File: config.mk
export PLATFORM = sky130hd
export DESIGN_NAME = mc_mainfsm_stall_flat
export DESIGN_NICKNAME = d
export VERILOG_FILES = /design/src/rtl/mc_mainfsm_stall_pkg.sv /design/src/rtl/mc_mainfsm_stall_if.sv /design/src/rtl/mc_perf_counters.sv /design/src/rtl/mc_mainfsm_stall.sv /design/src/flat_wrapper.sv
export SDC_FILE = /design/constraint.sdc
export NUM_CORES = 1
export LEC_CHECK = 0
export ABC_AREA = 1
export BUFFER_PORTS_ARGS = -buffer_cell sky130_fd_sc_hd__buf_4
export CAP_MARGIN = 25
export CORE_UTILIZATION = 58
export CTS_BUF_LIST = sky130_fd_sc_hd__clkbuf_4 sky130_fd_sc_hd__clkbuf_8
export DETAILED_ROUTE_END_ITERATION = 6
export HOLD_SLACK_MARGIN = 0.08
export MAX_ROUTING_LAYER = met4
export PLACE_DENSITY = 0.83
export SLEW_MARGIN = 10
export SYNTH_ARGS = -nofsm -noshare
export SYNTH_HDL_FRONTEND = slang
export SYNTH_SLANG_ARGS = --single-unit
File: constraint.sdc
create_clock -name clk -period 1.94 [get_ports clk]
set_input_delay 0.097 -clock clk [delete_from_list [all_inputs] [get_ports clk]]
set_output_delay 0.097 -clock clk [all_outputs]
set_load 0.05 [all_outputs]
File: src/rtl/mc_mainfsm_stall_pkg.sv
// Shared types and constants for the multicycle main-control FSM.
package mc_pkg;

  typedef enum logic [3:0] {
    FETCH    = 4'd0,
    DECODE   = 4'd1,
    MEMADR   = 4'd2,
    MEMREAD  = 4'd3,
    MEMWB    = 4'd4,
    MEMWRITE = 4'd5,
    EXECUTER = 4'd6,
    EXECUTEI = 4'd7,
    ALUWB    = 4'd8,
    BRANCH   = 4'd9,
    FAULT    = 4'd10
  } state_e;

  localparam logic [1:0] SRCA_RD1 = 2'b00, SRCA_PC = 2'b01, SRCA_ALUOUT = 2'b10;
  localparam logic [1:0] SRCB_RD2 = 2'b00, SRCB_IMM = 2'b01, SRCB_FOUR = 2'b10;
  localparam logic [1:0] RES_ALUOUT = 2'b00, RES_DATA = 2'b01, RES_ALURES = 2'b10;
  localparam logic       ADR_PC = 1'b0, ADR_ALUOUT = 1'b1;

  localparam logic [1:0] OP_DP = 2'b00, OP_MEM = 2'b01, OP_BR = 2'b10, OP_UND = 2'b11;

endpackage

File: src/rtl/mc_mainfsm_stall_if.sv
// Instruction/memory handshake and control-output bundle of the main FSM.
interface mc_mainfsm_stall_if #(parameter int CNT_W = 32);
  logic [1:0]       Op;
  logic [5:0]       Funct;
  logic             MemReady;
  logic             MemReq, IRWrite, NextPC, RegW, MemW, Branch, ALUOp, AdrSrc;
  logic [1:0]       ALUSrcA, ALUSrcB, ResultSrc;
  logic             Fault;
  logic [CNT_W-1:0] CycleCnt, RetireCnt, StallCnt;

  modport master (
    output Op, Funct, MemReady,
    input  MemReq, IRWrite, NextPC, RegW, MemW, Branch, ALUOp, AdrSrc,
    input  ALUSrcA, ALUSrcB, ResultSrc, Fault, CycleCnt, RetireCnt, StallCnt
  );

  modport slave (
    input  Op, Funct, MemReady,
    output MemReq, IRWrite, NextPC, RegW, MemW, Branch, ALUOp, AdrSrc,
    output ALUSrcA, ALUSrcB, ResultSrc, Fault, CycleCnt, RetireCnt, StallCnt
  );
endinterface

File: src/rtl/mc_perf_counters.sv
// Three saturating performance counters: cycles, retired instructions, stalls.
module mc_perf_counters #(
  parameter int CNT_W = 32
) (
  input  logic             clk,
  input  logic             reset,
  input  logic             cyc_en_i,
  input  logic             ret_en_i,
  input  logic             stl_en_i,
  output logic [CNT_W-1:0] cyc_o,
  output logic [CNT_W-1:0] ret_o,
  output logic [CNT_W-1:0] stl_o
);
  logic [2:0]            en;
  logic [2:0][CNT_W-1:0] cnt_q, cnt_d;

  assign en = {stl_en_i, ret_en_i, cyc_en_i};

  always_comb begin
    cnt_d = cnt_q;
    for (int i = 0; i < 3; i++)
      if (en[i] && (cnt_q[i] != '1)) cnt_d[i] = cnt_q[i] + 1'b1;
  end

  always_ff @(posedge clk) begin
    if (reset) cnt_q <= '0;
    else       cnt_q <= cnt_d;
  end

  assign cyc_o = cnt_q[0];
  assign ret_o = cnt_q[1];
  assign stl_o = cnt_q[2];
endmodule

File: src/rtl/mc_mainfsm_stall.sv
// Main control FSM of the multicycle core with memory wait states,
// bus-timeout fault and performance counters.
module mc_mainfsm_stall
  import mc_pkg::*;
#(
  parameter int TIMEOUT = 16,
  parameter int CNT_W   = 32
) (
  input  logic               clk,
  input  logic               reset,
  mc_mainfsm_stall_if.slave  bus
);
  localparam int WW = $clog2(TIMEOUT + 2);

  state_e          state_q, state_d;
  logic [WW-1:0]   wait_q, wait_d;
  logic            fault_q, fault_d;
  logic            req_s, irw_s, npc_s, regw_s, memw_s, br_s;
  logic            alu_op, adr, waiting, timeout, retire;
  logic [1:0]      srca, srcb, res;
  logic            unused_funct;

  assign unused_funct = ^bus.Funct[4:1];

  always_comb begin
    state_d = state_q;
    {req_s, irw_s, npc_s, regw_s, memw_s, br_s} = '0;
    alu_op  = 1'b0;
    adr     = ADR_PC;
    srca    = SRCA_RD1;
    srcb    = SRCB_RD2;
    res     = RES_ALUOUT;
    retire  = 1'b0;
    case (state_q)
      FETCH: begin
        req_s = 1'b1; srca = SRCA_PC; srcb = SRCB_FOUR; res = RES_ALURES;
        irw_s = bus.MemReady; npc_s = bus.MemReady;
        if (bus.MemReady) state_d = DECODE;
      end
      DECODE: begin
        srca = SRCA_PC; srcb = SRCB_FOUR; res = RES_ALURES;
        case (bus.Op)
          OP_DP:   state_d = bus.Funct[5] ? EXECUTEI : EXECUTER;
          OP_MEM:  state_d = MEMADR;
          OP_BR:   state_d = BRANCH;
          default: begin state_d = FETCH; retire = 1'b1; end
        endcase
      end
      MEMADR:   begin srcb = SRCB_IMM; state_d = bus.Funct[0] ? MEMREAD : MEMWRITE; end
      MEMREAD: begin
        req_s = 1'b1; adr = ADR_ALUOUT;
        if (bus.MemReady) state_d = MEMWB;
      end
      MEMWB:    begin res = RES_DATA; regw_s = 1'b1; state_d = FETCH; retire = 1'b1; end
      MEMWRITE: begin
        req_s = 1'b1; adr = ADR_ALUOUT; memw_s = 1'b1;
        if (bus.MemReady) begin state_d = FETCH; retire = 1'b1; end
      end
      EXECUTER: begin alu_op = 1'b1; state_d = ALUWB; end
      EXECUTEI: begin alu_op = 1'b1; srcb = SRCB_IMM; state_d = ALUWB; end
      ALUWB:    begin regw_s = 1'b1; state_d = FETCH; retire = 1'b1; end
      BRANCH: begin
        srca = SRCA_ALUOUT; srcb = SRCB_IMM; res = RES_ALURES; br_s = 1'b1;
        state_d = FETCH; retire = 1'b1;
      end
      FAULT:    state_d = FAULT;
      default:  state_d = FETCH;
    endcase

    // A completing access on the last allowed wait cycle wins over the timeout.
    waiting = req_s && !bus.MemReady;
    timeout = (TIMEOUT > 0) && waiting && (wait_q == WW'(TIMEOUT - 1));
    if (timeout) state_d = FAULT;
    fault_d = fault_q | timeout;

    if (bus.MemReady || (state_d != state_q)) wait_d = '0;
    else if (waiting)                         wait_d = wait_q + 1'b1;
    else                                      wait_d = wait_q;
  end

  always_ff @(posedge clk) begin
    if (reset) begin
      state_q <= FETCH;
      wait_q  <= '0;
      fault_q <= 1'b0;
    end else begin
      state_q <= state_d;
      wait_q  <= wait_d;
      fault_q <= fault_d;
    end
  end

  mc_perf_counters #(.CNT_W(CNT_W)) u_perf (
    .clk      (clk),
    .reset    (reset),
    .cyc_en_i (1'b1),
    .ret_en_i (retire),
    .stl_en_i (waiting),
    .cyc_o    (bus.CycleCnt),
    .ret_o    (bus.RetireCnt),
    .stl_o    (bus.StallCnt)
  );

  assign bus.MemReq    = req_s  & ~reset;
  assign bus.IRWrite   = irw_s  & ~reset;
  assign bus.NextPC    = npc_s  & ~reset;
  assign bus.RegW      = regw_s & ~reset;
  assign bus.MemW      = memw_s & ~reset;
  assign bus.Branch    = br_s   & ~reset;
  assign bus.ALUOp     = alu_op;
  assign bus.AdrSrc    = adr;
  assign bus.ALUSrcA   = srca;
  assign bus.ALUSrcB   = srcb;
  assign bus.ResultSrc = res;
  assign bus.Fault     = fault_q;
endmodule

File: src/flat_wrapper.sv
// flat-port wrapper written by rule: the top's interface ports become plain ports
module mc_mainfsm_stall_flat import mc_pkg::*;
#(
  parameter int TIMEOUT = 16,
  parameter int CNT_W   = 32
)
  (clk, reset, bus_Op, bus_Funct, bus_MemReady, bus_MemReq, bus_IRWrite, bus_NextPC, bus_RegW, bus_MemW, bus_Branch, bus_ALUOp, bus_AdrSrc, bus_ALUSrcA, bus_ALUSrcB, bus_ResultSrc, bus_Fault, bus_CycleCnt, bus_RetireCnt, bus_StallCnt);
  mc_mainfsm_stall_if #(.CNT_W(CNT_W)) bus_i ();
  input  logic clk;
  input  logic reset;
  input wire logic [$bits(bus_i.Op)-1:0] bus_Op;
  input wire logic [$bits(bus_i.Funct)-1:0] bus_Funct;
  input wire logic [$bits(bus_i.MemReady)-1:0] bus_MemReady;
  output wire logic [$bits(bus_i.MemReq)-1:0] bus_MemReq;
  output wire logic [$bits(bus_i.IRWrite)-1:0] bus_IRWrite;
  output wire logic [$bits(bus_i.NextPC)-1:0] bus_NextPC;
  output wire logic [$bits(bus_i.RegW)-1:0] bus_RegW;
  output wire logic [$bits(bus_i.MemW)-1:0] bus_MemW;
  output wire logic [$bits(bus_i.Branch)-1:0] bus_Branch;
  output wire logic [$bits(bus_i.ALUOp)-1:0] bus_ALUOp;
  output wire logic [$bits(bus_i.AdrSrc)-1:0] bus_AdrSrc;
  output wire logic [$bits(bus_i.ALUSrcA)-1:0] bus_ALUSrcA;
  output wire logic [$bits(bus_i.ALUSrcB)-1:0] bus_ALUSrcB;
  output wire logic [$bits(bus_i.ResultSrc)-1:0] bus_ResultSrc;
  output wire logic [$bits(bus_i.Fault)-1:0] bus_Fault;
  output wire logic [$bits(bus_i.CycleCnt)-1:0] bus_CycleCnt;
  output wire logic [$bits(bus_i.RetireCnt)-1:0] bus_RetireCnt;
  output wire logic [$bits(bus_i.StallCnt)-1:0] bus_StallCnt;
  assign bus_i.Op = bus_Op;
  assign bus_i.Funct = bus_Funct;
  assign bus_i.MemReady = bus_MemReady;
  assign bus_MemReq = bus_i.MemReq;
  assign bus_IRWrite = bus_i.IRWrite;
  assign bus_NextPC = bus_i.NextPC;
  assign bus_RegW = bus_i.RegW;
  assign bus_MemW = bus_i.MemW;
  assign bus_Branch = bus_i.Branch;
  assign bus_ALUOp = bus_i.ALUOp;
  assign bus_AdrSrc = bus_i.AdrSrc;
  assign bus_ALUSrcA = bus_i.ALUSrcA;
  assign bus_ALUSrcB = bus_i.ALUSrcB;
  assign bus_ResultSrc = bus_i.ResultSrc;
  assign bus_Fault = bus_i.Fault;
  assign bus_CycleCnt = bus_i.CycleCnt;
  assign bus_RetireCnt = bus_i.RetireCnt;
  assign bus_StallCnt = bus_i.StallCnt;
  mc_mainfsm_stall #(.TIMEOUT(TIMEOUT), .CNT_W(CNT_W)) u_core (.clk(clk), .reset(reset), .bus(bus_i));
endmodule
==> impl_metrics.py, run 1 <==
metrics = {
    "final_layout": {
        "drive_gt1_share_pct": 20.81,
        "diodes": 0,
        "syn2layout_area_growth_pct": 26.44,
        "final_nets": 1275,
        "finalInstanceArea_sq_mm": 0.008342,
        "fin_util_pct": 75.95,
    },
    "yosys": {
        "yosysWarnings": 0,
        "synth_fa_ha_area_share_pct": 0.9482,
        "ys_top_cells_by_area": "dfxtp_1, nand2_1, nor2_1, inv_1, a21oi_1",
        "synth_top_family_by_area": "simple AND/OR/NAND/NOR gates",
        "synthXorXnorAreaFrac_pct": 5.310,
        "yosys.area_share.simple_pct": 44.78,
        "ys_ff_latch": 106,
        "synth_cell_type_count": 37,
        "synth_top_cell_area_share_pct": 32.16,
        "synthMuxAreaShare_pct": 0,
        "yosysTopAreaCell": "dfxtp_1",
        "yosysMostFrequentCell": "nand2_1",
        "syn_nets": 1099,
        "synth_area_per_cell_sq_um": 6.092,
        "synth_compound_area_share_pct": 7.738,
        "seq_area_frac_synth_pct": 32.16,
        "synth_common_cells": "nand2_1, nor2_1, inv_1",
        "syn_area_sq_mm": 0.006598,
        "synthArstFlopShare_pct": 0,
        "syn-instance-count": 1083,
        "synth-edff-count": 0,
        "ys.flop_type": "dfxtp_1",
    },
    "placed_design": {
        "gp_congestion": 0.9595,
        "hpwl_um": 14140,
        "numPortBuffers": 117,
        "placed_area_sq_mm": 0.008028,
    },
    "route": {
        "wl_met3_um": 1124,
        "met2_length_um": 8896,
        "firstDrtPassIters": 5,
        "finalWirelength_um": 18740,
        "top_layer_used": "met4",
        "viasPerCell": 5.353,
        "ant_nets": 0,
        "first_iter_violations": 591,
        "drc": 0,
        "wl_per_cell_um": 13.34,
        "drt-met1-wl_um": 8286,
        "dr_total_vias": 7516,
    },
    "power_and_ir_drop": {
        "peakVddDrop_mv": 0.4629,
        "p_leak_nw": 3.516,
        "p_per_area_mw_per_mm2": 500.6,
        "power_mw": 4.176,
    },
    "worst_setup_path": {
        "crit_required_ns": 2.26,
        "start_kind": "flip-flop",
        "crit_path_max_fanout": 14,
        "worstPathCellList": "ha_1 -> nand3_1 -> inv_1 -> nand4_1 -> nor2_4 -> o21ai_4 -> o21ai_0 -> a21oi_1",
        "cp.arrival_ns": 2.19,
        "endpoint_kind": "flip-flop",
        "max_stage_delay_ns": 0.41,
        "critical_path.slowest_cell": "o21ai_4",
        "path_class": "reg2reg",
    },
    "hold_path": {
        "worstHoldPathType": "in2reg",
    },
    "cts": {
        "cts_tree": "yes",
        "path_clk_slew_ns": 0.10,
        "clk_latency_ns": 0.38,
        "clk_path_buf_depth": 2,
        "cts_buffers": 9,
        "htree_levels": 3,
        "cts_root_buf": "clkbuf_8",
        "cts_sinks": 106,
    },
    "sta": {
        "max-slew-margin-rel_pct": 64.81,
        "skew_ns": 0.01103,
        "rsz0062_at_grt": "true",
        "finalSetupViolCount": 0,
        "post-route-period-util_pct": 96.63,
        "tightest_slew_ns": 0.5278,
        "hold_viol": 0,
        "fmax_mhz": 533.4,
        "post-route-min-period_ns": 1.875,
        "finalMaxSlewViolations": 0,
    },
    "global_routing": {
        "grt_pass1_vias": 6579,
        "antenna_found_initial": 0,
        "grt_max_degree": 48,
        "grt_pass1_wl_um": 30050,
        "gr-total-overflow": 0,
        "track_usage_pct": 32.87,
    },
    "die": {
        "start_util_pct": 60.07,
        "die_area_sq_mm": 0.01181,
        "die_w_um": 108.7,
        "row_count": 38,
        "coreArea_sq_mm": 0.01098,
        "io_pins": 122,
        "fp.dieH_um": 108.7,
    },
    "run_status": {
        "outcome": "finished clean",
    },
    "flow_run": {
        "drv_cap": 0,
    },
}
==> flip-flops by register name, summed over array words and instances (netlist names) <==
register and cells:
u_core.u_perf.ret_o 32, u_core.wait_q 5, u_core.u_perf.stl_o 32, u_core.u_perf.cyc_o 32
u_core.state_q 4, u_core.bus.Fault 1
==> path summary, 6_finish.rpt <==
kind                                             from                             endpoint  slack [ns]  cells after the start
setup / recovery  u_core.u_perf.stl_o[0]$_SDFFE_PP0P_  u_core.u_perf.stl_o[6]$_SDFFE_PP0P_        0.07                      8
hold / removal                           bus_Funct[0]         u_core.state_q[1]$_SDFF_PP0_        0.10                      5
setup reg to reg  u_core.u_perf.stl_o[0]$_SDFFE_PP0P_  u_core.u_perf.stl_o[6]$_SDFFE_PP0P_        0.07                      8
hold reg to reg           u_core.bus.Fault$_SDFF_PP0_          u_core.bus.Fault$_SDFF_PP0_        0.46                      2
==> metrics by stage <==
stage / setup TNS, ns / hold slack (ns) / setup slack [ns] / std cells
6_report: 0 / 0.1037 / 0.06539 / 1404
5_1_grt: -0.01755 / 0.1458 / -0.006728 / 1404
4_1_cts: 0 / 0.09310 / 0.04442 / 1399
3_5_place_dp: -0.1884 / 0.4466 / -0.05335 / 1381
3_3_place_gp: 0 / 0.4411 / 0.01800 / 1381
2_1_floorplan: 0 / 0.2858 / 0.003828 / 1083
==> per-layer routing <==
layer	GRT usage [%]	vias to the layer above
met5	-	-
met4	11.10	0
met3	5.439	46
met2	53.98	276
met1	40.95	3418
li1	-	3776
==> critical path, delay by kind of cell (launching register included) <==
family                   cells  cell delay [ns]
flip-flops                   1             0.34
AND/OR/NAND/NOR              3             0.34
adder cells (fa/ha/maj)      1             0.23
buffers and inverters        1             0.09
AO/OA/AOI/OAI                3             0.81
==> placed cells by master, fill, tap and decap left out, drive strengths merged <==
master / n
nor4: 1
and3: 1
buf: 188
nor3: 46
nand4: 16
ha: 5
a21oi: 68
xor2: 29
and2: 1
or2: 10
nor2: 159
dlygate4sd3: 1
nand3b: 17
clkinvlp: 1
nand2: 383
xnor2: 11
clkbuf: 10
a31oi: 5
clkinv: 4
o211ai: 1
dfxtp: 106
inv: 116
nand3: 59
o21ai: 25
nor3b: 1
==> timing repair <==
item,in CTS,in global routing
hold endpoints to repair,2,0
setup buffers,0,4
gates resized for setup,1,18
setup endpoints to repair,9,77
hold buffers,1,0
pin swaps,1,3
cloned,1,1
==> power by group <==
group          internal [mW]  switching [mW]
Clock                  0.498           0.811
Combinational          0.206           0.434
Sequential              2.20          0.0266
Total                   2.90            1.27
==> cell type report <==
type	instances	area, sq um
multi-input combinational	838	3955
timing repair buffer	189	1450
tap	140	175.2
sequential	106	2146
clock buffer	10	131.4
fill	962	2641
inverter	115	434.2
clock inverter	6	50.05
==> cell families (layout without fill, tap and decap cells) <==
group	count (synthesis)	count (layout)
AO/OA/AOI/OAI	98	99
XOR/XNOR	40	40
adder cells (fa/ha/maj)	5	5
buffers and inverters	141	320
flip-flops	106	106
AND/OR/NAND/NOR	693	694
No activity file was read; power rests on OpenSTA's default activity.
==> inputs of run 2 (changes only) <==
--- a/config.mk
+++ b/config.mk
@@ -13,7 +13,7 @@
 export DETAILED_ROUTE_END_ITERATION = 6
 export HOLD_SLACK_MARGIN = 0.08
 export MAX_ROUTING_LAYER = met4
-export PLACE_DENSITY = 0.83
+export PLACE_DENSITY = 0.89
 export SLEW_MARGIN = 10
 export SYNTH_ARGS = -nofsm -noshare
 export SYNTH_HDL_FRONTEND = slang
==> run 2 against run 1 <==
Effect of this change: die area unchanged; clock-buffer cell count up 4; power up 3.0%; critical path type unchanged.
==> impl_metrics.py, run 2 (synthesized netlist as in run 1, its figures left out) <==
metrics = {
    "run_status": {
        "outcome": "finished clean",
    },
    "placed_design": {
        "gp_congestion": 0.9714,
        "placed_cells": 1376,
        "placed_area_sq_mm": 0.008015,
        "numPortBuffers": 117,
        "post-place-ws_ns": -0.07434,
        "hpwl_um": 14200,
    },
    "route": {
        "dr_total_vias": 7546,
        "met2_length_um": 8747,
        "wl_met3_um": 1344,
        "finalWirelength_um": 18890,
        "ant_nets": 0,
        "drc": 0,
        "firstDrtPassIters": 6,
        "wl_per_cell_um": 13.53,
        "first_iter_violations": 657,
        "viasPerCell": 5.405,
        "top_layer_used": "met4",
        "drt-met1-wl_um": 8182,
    },
    "final_layout": {
        "drive_gt1_share_pct": 20.78,
        "finalNonFillerCells": 1396,
        "final_common_cell": "nand2_1",
        "syn2layout_area_growth_pct": 26.21,
        "fill_cells": 888,
        "final_nets": 1267,
        "mostFrequentLayoutCells": "nand2_1, buf_4, nor2_1",
        "diodes": 0,
        "fin_util_pct": 75.81,
        "multi_input_comb_area_sq_mm": 0.003951,
        "register_area_sq_mm": 0.002150,
        "finalInstanceArea_sq_mm": 0.008327,
    },
    "worst_setup_path": {
        "crit_path_max_fanout": 17,
        "path_class": "reg2reg",
        "cp.arrival_ns": 2.05,
        "start_kind": "flip-flop",
        "crit_required_ns": 2.19,
        "endpoint_kind": "flip-flop",
    },
    "global_routing": {
        "gr-total-overflow": 0,
        "grt_pass1_wl_um": 30930,
        "track_usage_pct": 33.82,
        "grt_max_degree": 41,
        "antenna_found_initial": 0,
        "grt_pass1_vias": 6733,
    },
    "sta": {
        "skew_ns": 0.01048,
        "rsz0062_at_grt": "false",
        "post-route-min-period_ns": 1.799,
        "max-slew-margin-rel_pct": 65.97,
        "tightest_slew_ns": 0.5066,
        "fmax_mhz": 555.8,
        "hold_viol": 0,
        "finalMaxSlewViolations": 0,
        "setup_ws_ns": 0.1407,
        "finalSetupViolCount": 0,
        "post-route-period-util_pct": 92.75,
        "finalSetupTns_ns": 0,
    },
    "die": {
        "die_area_sq_mm": 0.01181,
        "row_count": 38,
        "coreArea_sq_mm": 0.01098,
        "io_pins": 122,
        "die_w_um": 108.7,
        "start_util_pct": 60.07,
        "fp.dieH_um": 108.7,
    },
    "cts": {
        "clk_latency_ns": 0.39,
        "path_clk_slew_ns": 0.10,
        "cts_tree": "yes",
        "clk_path_buf_depth": 2,
        "htree_levels": 3,
        "cts_root_buf": "clkbuf_8",
        "cts_buffers": 9,
        "cts.hold.buffers_added": 0,
        "cts_sinks": 106,
    },
    "power_and_ir_drop": {
        "p_leak_nw": 3.497,
        "peakVddDrop_mv": 0.3770,
        "p_per_area_mw_per_mm2": 516.4,
    },
    "hold_path": {
        "worstHoldPathType": "in2reg",
    },
    "flow_run": {
        "drv_cap": 0,
    },
}
-- run 2: cell count changes in the layout (fill, tap and decap cells not counted), sizes merged --
cell | previous run | this run
bufinv | 0 | 1
dlygate4sd3 | 1 | 0
clkinv | 4 | 1
nand2 | 383 | 382
buf | 188 | 182
clkbuf | 10 | 14
inv | 116 | 114
-- run 2: final timing paths --
check / cells past startpoint / to / slack [ns] / start
worst max-delay path: 8 / u_core.u_perf.cyc_o[0]$_SDFFE_PP0P_ / 0.14 / u_core.u_perf.cyc_o[19]$_SDFFE_PP0P_
worst min-delay path: 5 / u_core.state_q[1]$_SDFF_PP0_ / 0.1 / bus_Funct[0]
worst max register to register: 8 / u_core.u_perf.cyc_o[0]$_SDFFE_PP0P_ / 0.14 / u_core.u_perf.cyc_o[19]$_SDFFE_PP0P_
worst min register to register: 2 / u_core.bus.Fault$_SDFF_PP0_ / 0.47 / u_core.bus.Fault$_SDFF_PP0_
-- run 2: stage by stage --
step / power (mW) / hold WS, ns
2_1_floorplan: 2.699 / 0.2858
3_3_place_gp: 2.858 / 0.4401
3_5_place_dp: 2.864 / 0.4575
4_1_cts: 4.298 / 0.08697
5_1_grt: 4.470 / 0.1527
6_report: 4.300 / 0.09522
-- run 2: cell type report --
cell class                      count  share of cell area (%)
Multi-Input combinational cell    837                   47.45
Clock inverter                      2                  0.4508
Timing Repair Buffer              182                   16.95
Inverter                          115                   5.214
Tap cell                          140                   2.104
Sequential cell                   106                   25.82
Clock buffer                       14                   2.014
-- run 2: critical path, cell delays in order, from the launching register on --
cell and delay (ns):
dfxtp_1 0.42, nand2_1 0.13, nor3_1 0.29, inv_1 0.09, nor4_2 0.25, nand2_1 0.12, buf_4 0.22, nand2_1 0.08
a21oi_1 0.06
-- run 2: where the power goes --
group / switching [mW] / internal, mW / total, mW
sequential: 0.0286 / 2.20 / 2.23
combinational: 0.424 / 0.199 / 0.624
clock: 0.755 / 0.692 / 1.45
total: 1.21 / 3.09 / 4.30
-- run 2: what timing repair did --
| item | 4_1_cts | 5_1_grt |
|---|---|---|
| setup endpoints to repair | 25 | 68 |
| setup buffers | 2 | 1 |
| resized for setup | 0 | 25 |
| pin swaps | 2 | 2 |
| cloned | 1 | 0 |
-- run 2: per-layer routing --
layer	vias to the layer above	track usage, %
li1	3746	-
met1	3404	42.91
met2	333	54.16
met3	63	4.184
met4	0	14.67
met5	-	-
==> inputs of run 3 (changes only) <==
--- a/config.mk
+++ b/config.mk
@@ -17,4 +17,5 @@
 export SLEW_MARGIN = 10
 export SYNTH_ARGS = -nofsm -noshare
 export SYNTH_HDL_FRONTEND = slang
+export SYNTH_HIERARCHICAL = 1
 export SYNTH_SLANG_ARGS = --single-unit
==> run 3 against run 2 <==
Effect of this change: the flow now finishes with violations (negative setup slack); register-to-register slack worse by 0.15 ns; largest cell class unchanged; clock power about the same; critical path depth is 4 higher; clock-buffer cell count down 2; via count down 0.29%; die area increased by 1.5%; highest routed layer unchanged; sequential power hardly changed; cell area rose by 0.48%; global-route usage down 3.6 points.
==> impl_metrics.py, run 3 <==
metrics = {
    "run_status": {
        "outcome": "finished, violations left",
        "violations": "negative setup slack",
    },
    "global_routing": {
        "grt_pass1_wl_um": 28370,
        "grt_max_degree": 50,
        "gr-total-overflow": 0,
        "grt_pass1_vias": 6478,
        "antenna_found_initial": 0,
        "track_usage_pct": 30.20,
    },
    "placed_design": {
        "gp_congestion": 0.9503,
        "numPortBuffers": 117,
        "placed_area_sq_mm": 0.007894,
        "post-place-ws_ns": -0.1245,
        "placed_cells": 1375,
        "hpwl_um": 12770,
    },
    "final_layout": {
        "finalNonFillerCells": 1401,
        "diodes": 0,
        "syn2layout_area_growth_pct": 24.85,
        "mostFrequentLayoutCells": "nand2_1, nor2_1, buf_4",
        "drive_gt1_share_pct": 24.66,
        "final_common_cell": "nand2_1",
        "finalInstanceArea_sq_mm": 0.008367,
        "fin_util_pct": 75.85,
        "final_nets": 1272,
    },
    "route": {
        "dr_total_vias": 7524,
        "wl_per_cell_um": 12.83,
        "drc": 0,
        "finalWirelength_um": 17970,
        "firstDrtPassIters": 6,
        "viasPerCell": 5.370,
        "first_iter_violations": 693,
        "ant_nets": 0,
    },
    "sta": {
        "hold_slack_ns": 0.1082,
        "post-route-period-util_pct": 100.5,
        "post-route-min-period_ns": 1.950,
        "setup_ws_ns": -0.009885,
        "hold_viol": 0,
        "rsz0062_at_grt": "true",
        "max-slew-margin-rel_pct": 63.52,
        "finalSetupTns_ns": -0.01320,
        "finalSetupViolCount": 2,
        "finalMaxSlewViolations": 0,
        "tightest_slew_ns": 0.5472,
        "skew_ns": 0.01202,
        "fmax_mhz": 512.9,
    },
    "yosys": {
        "yosysMostFrequentCell": "nand2_1",
        "ys_ff_latch": 106,
        "synthArstFlopShare_pct": 0,
        "synth_area_per_cell_sq_um": 6.048,
        "synth_cell_type_count": 33,
        "synth_common_cells": "nand2_1, nor2_1, dfxtp_1",
        "syn_area_sq_mm": 0.006701,
        "ys_top_cells_by_area": "dfxtp_1, nand2_1, nor2_1, nand3_1, inv_1",
        "ys.flop_type": "dfxtp_1",
        "yosysWarnings": 6,
        "synth-edff-count": 0,
        "syn-instance-count": 1108,
        "synth_top_cell_area_share_pct": 31.67,
        "seq_area_frac_synth_pct": 31.67,
        "yosysTopAreaCell": "dfxtp_1",
    },
    "worst_setup_path": {
        "cp.arrival_ns": 2.27,
        "path_class": "reg2reg",
        "crit_required_ns": 2.26,
        "max_stage_delay_ns": 0.36,
        "cp_top_family": "simple AND/OR/NAND/NOR gates",
        "worstPathCellList": "inv_2 -> nor2_4 -> nand2_4 -> o2111ai_4 -> inv_2 -> nor2_4 -> nand4_1 -> nor2_1 -> nand2_1 -> nand2_1 -> nand2_1 -> nor2_1",
        "crit_path_max_fanout": 5,
        "endpoint_kind": "flip-flop",
        "start_kind": "flip-flop",
        "path_common_cell": "nand2_1",
        "critPathBufInv": 2,
        "critical_path.slowest_cell": "dfxtp_2",
    },
    "die": {
        "io_pins": 122,
        "coreArea_sq_mm": 0.01103,
        "fp.dieH_um": 109.5,
        "row_count": 38,
        "die_w_um": 109.5,
        "die_area_sq_mm": 0.01199,
        "start_util_pct": 60.75,
    },
    "power_and_ir_drop": {
        "power_mw": 4.295,
        "peakVddDrop_mv": 0.4298,
        "p_per_area_mw_per_mm2": 513.3,
        "p_leak_nw": 3.571,
    },
    "cts": {
        "clk_latency_ns": 0.39,
        "htree_levels": 3,
        "path_clk_slew_ns": 0.09,
        "cts_buffers": 9,
        "cts_root_buf": "clkbuf_8",
        "cts_sinks": 106,
        "cts_tree": "yes",
        "clk_path_buf_depth": 2,
    },
    "hold_path": {
        "worstHoldPathType": "in2reg",
    },
    "flow_run": {
        "drv_cap": 0,
    },
}
run 3: cell count changes in the layout (fill, tap and decap cells not counted), sizes merged, moves of 11 or more:
cell | before | now
a21oi | 68 | 79
buf | 182 | 165
nand2 | 382 | 307
nand3 | 59 | 114
nand3b | 17 | 3
nor2 | 159 | 298
nor3 | 46 | 8
o21ai | 25 | 6
xor2 | 29 | 5
run 3: timing repair:
| action | CTS | global route |
|---|---|---|
| hold buffers | 1 | 0 |
| endpoints found under the hold margin | 9 | 0 |
| endpoints found under the setup margin | 22 | 44 |
| buffers inserted | 2 | 7 |
| gates resized for setup | 10 | 49 |
| pin swaps | 3 | 25 |
run 3: tightest hold or removal path, cell delays in order:
cell and delay (ns):
buf_4 0.08, nand2_1 0.04, nand2_1 0.05, nor2_1 0.06
a21oi_1 0.12
run 3: power breakdown:
group | internal (mW) | switching, mW
combinational | 0.230 | 0.400
clock | 0.662 | 0.761
sequential | 2.20 | 0.0391
total | 3.09 | 1.20
run 3: worst paths after layout:
path	cells after the start	from	endpoint	slack [ns]
min reg2reg	2	u_core/bus.Fault$_SDFF_PP0_	u_core/bus.Fault$_SDFF_PP0_	0.45
min	5	bus_Funct[0]	u_core/state_q[1]$_SDFF_PP0_	0.11
max	12	u_core/state_q[2]$_SDFF_PP0_	u_core/u_perf/ret_o[27]$_SDFFE_PP0P_	-0.01
max reg2reg	12	u_core/state_q[2]$_SDFF_PP0_	u_core/u_perf/ret_o[27]$_SDFFE_PP0P_	-0.01
run 3: routing by layer:
metal  up-vias  GRT usage (%)  share of wire [%]
met2       273          51.53                 49
met5         -              -                  0
met1      3415          36.00                 44
met3        47          3.972                5.3
li1       3789              -                  -
met4         0          12.00                2.2
run 3: area by class of cell:
| cell class | instances | area [sq um] |
|---|---|---|
| clock buffer | 12 | 152.6 |
| clock inverter | 4 | 51.30 |
| multi-input combinational | 864 | 4170 |
| sequential | 106 | 2135 |
| inverter | 109 | 414.1 |
| tap | 140 | 175.2 |
| timing repair buffer | 166 | 1269 |
| fill | 882 | 2664 |
run 3: logic make-up after synthesis:
kind of cell    Yosys count  synth area share, %
xor+xnor                  6               0.7842
other cells               1              0.05596
buf+inv                 139                9.130
fa+ha+maj                 5               0.9335
compound gates           88                7.244
flops                   106                31.67
simple gates            763                50.19
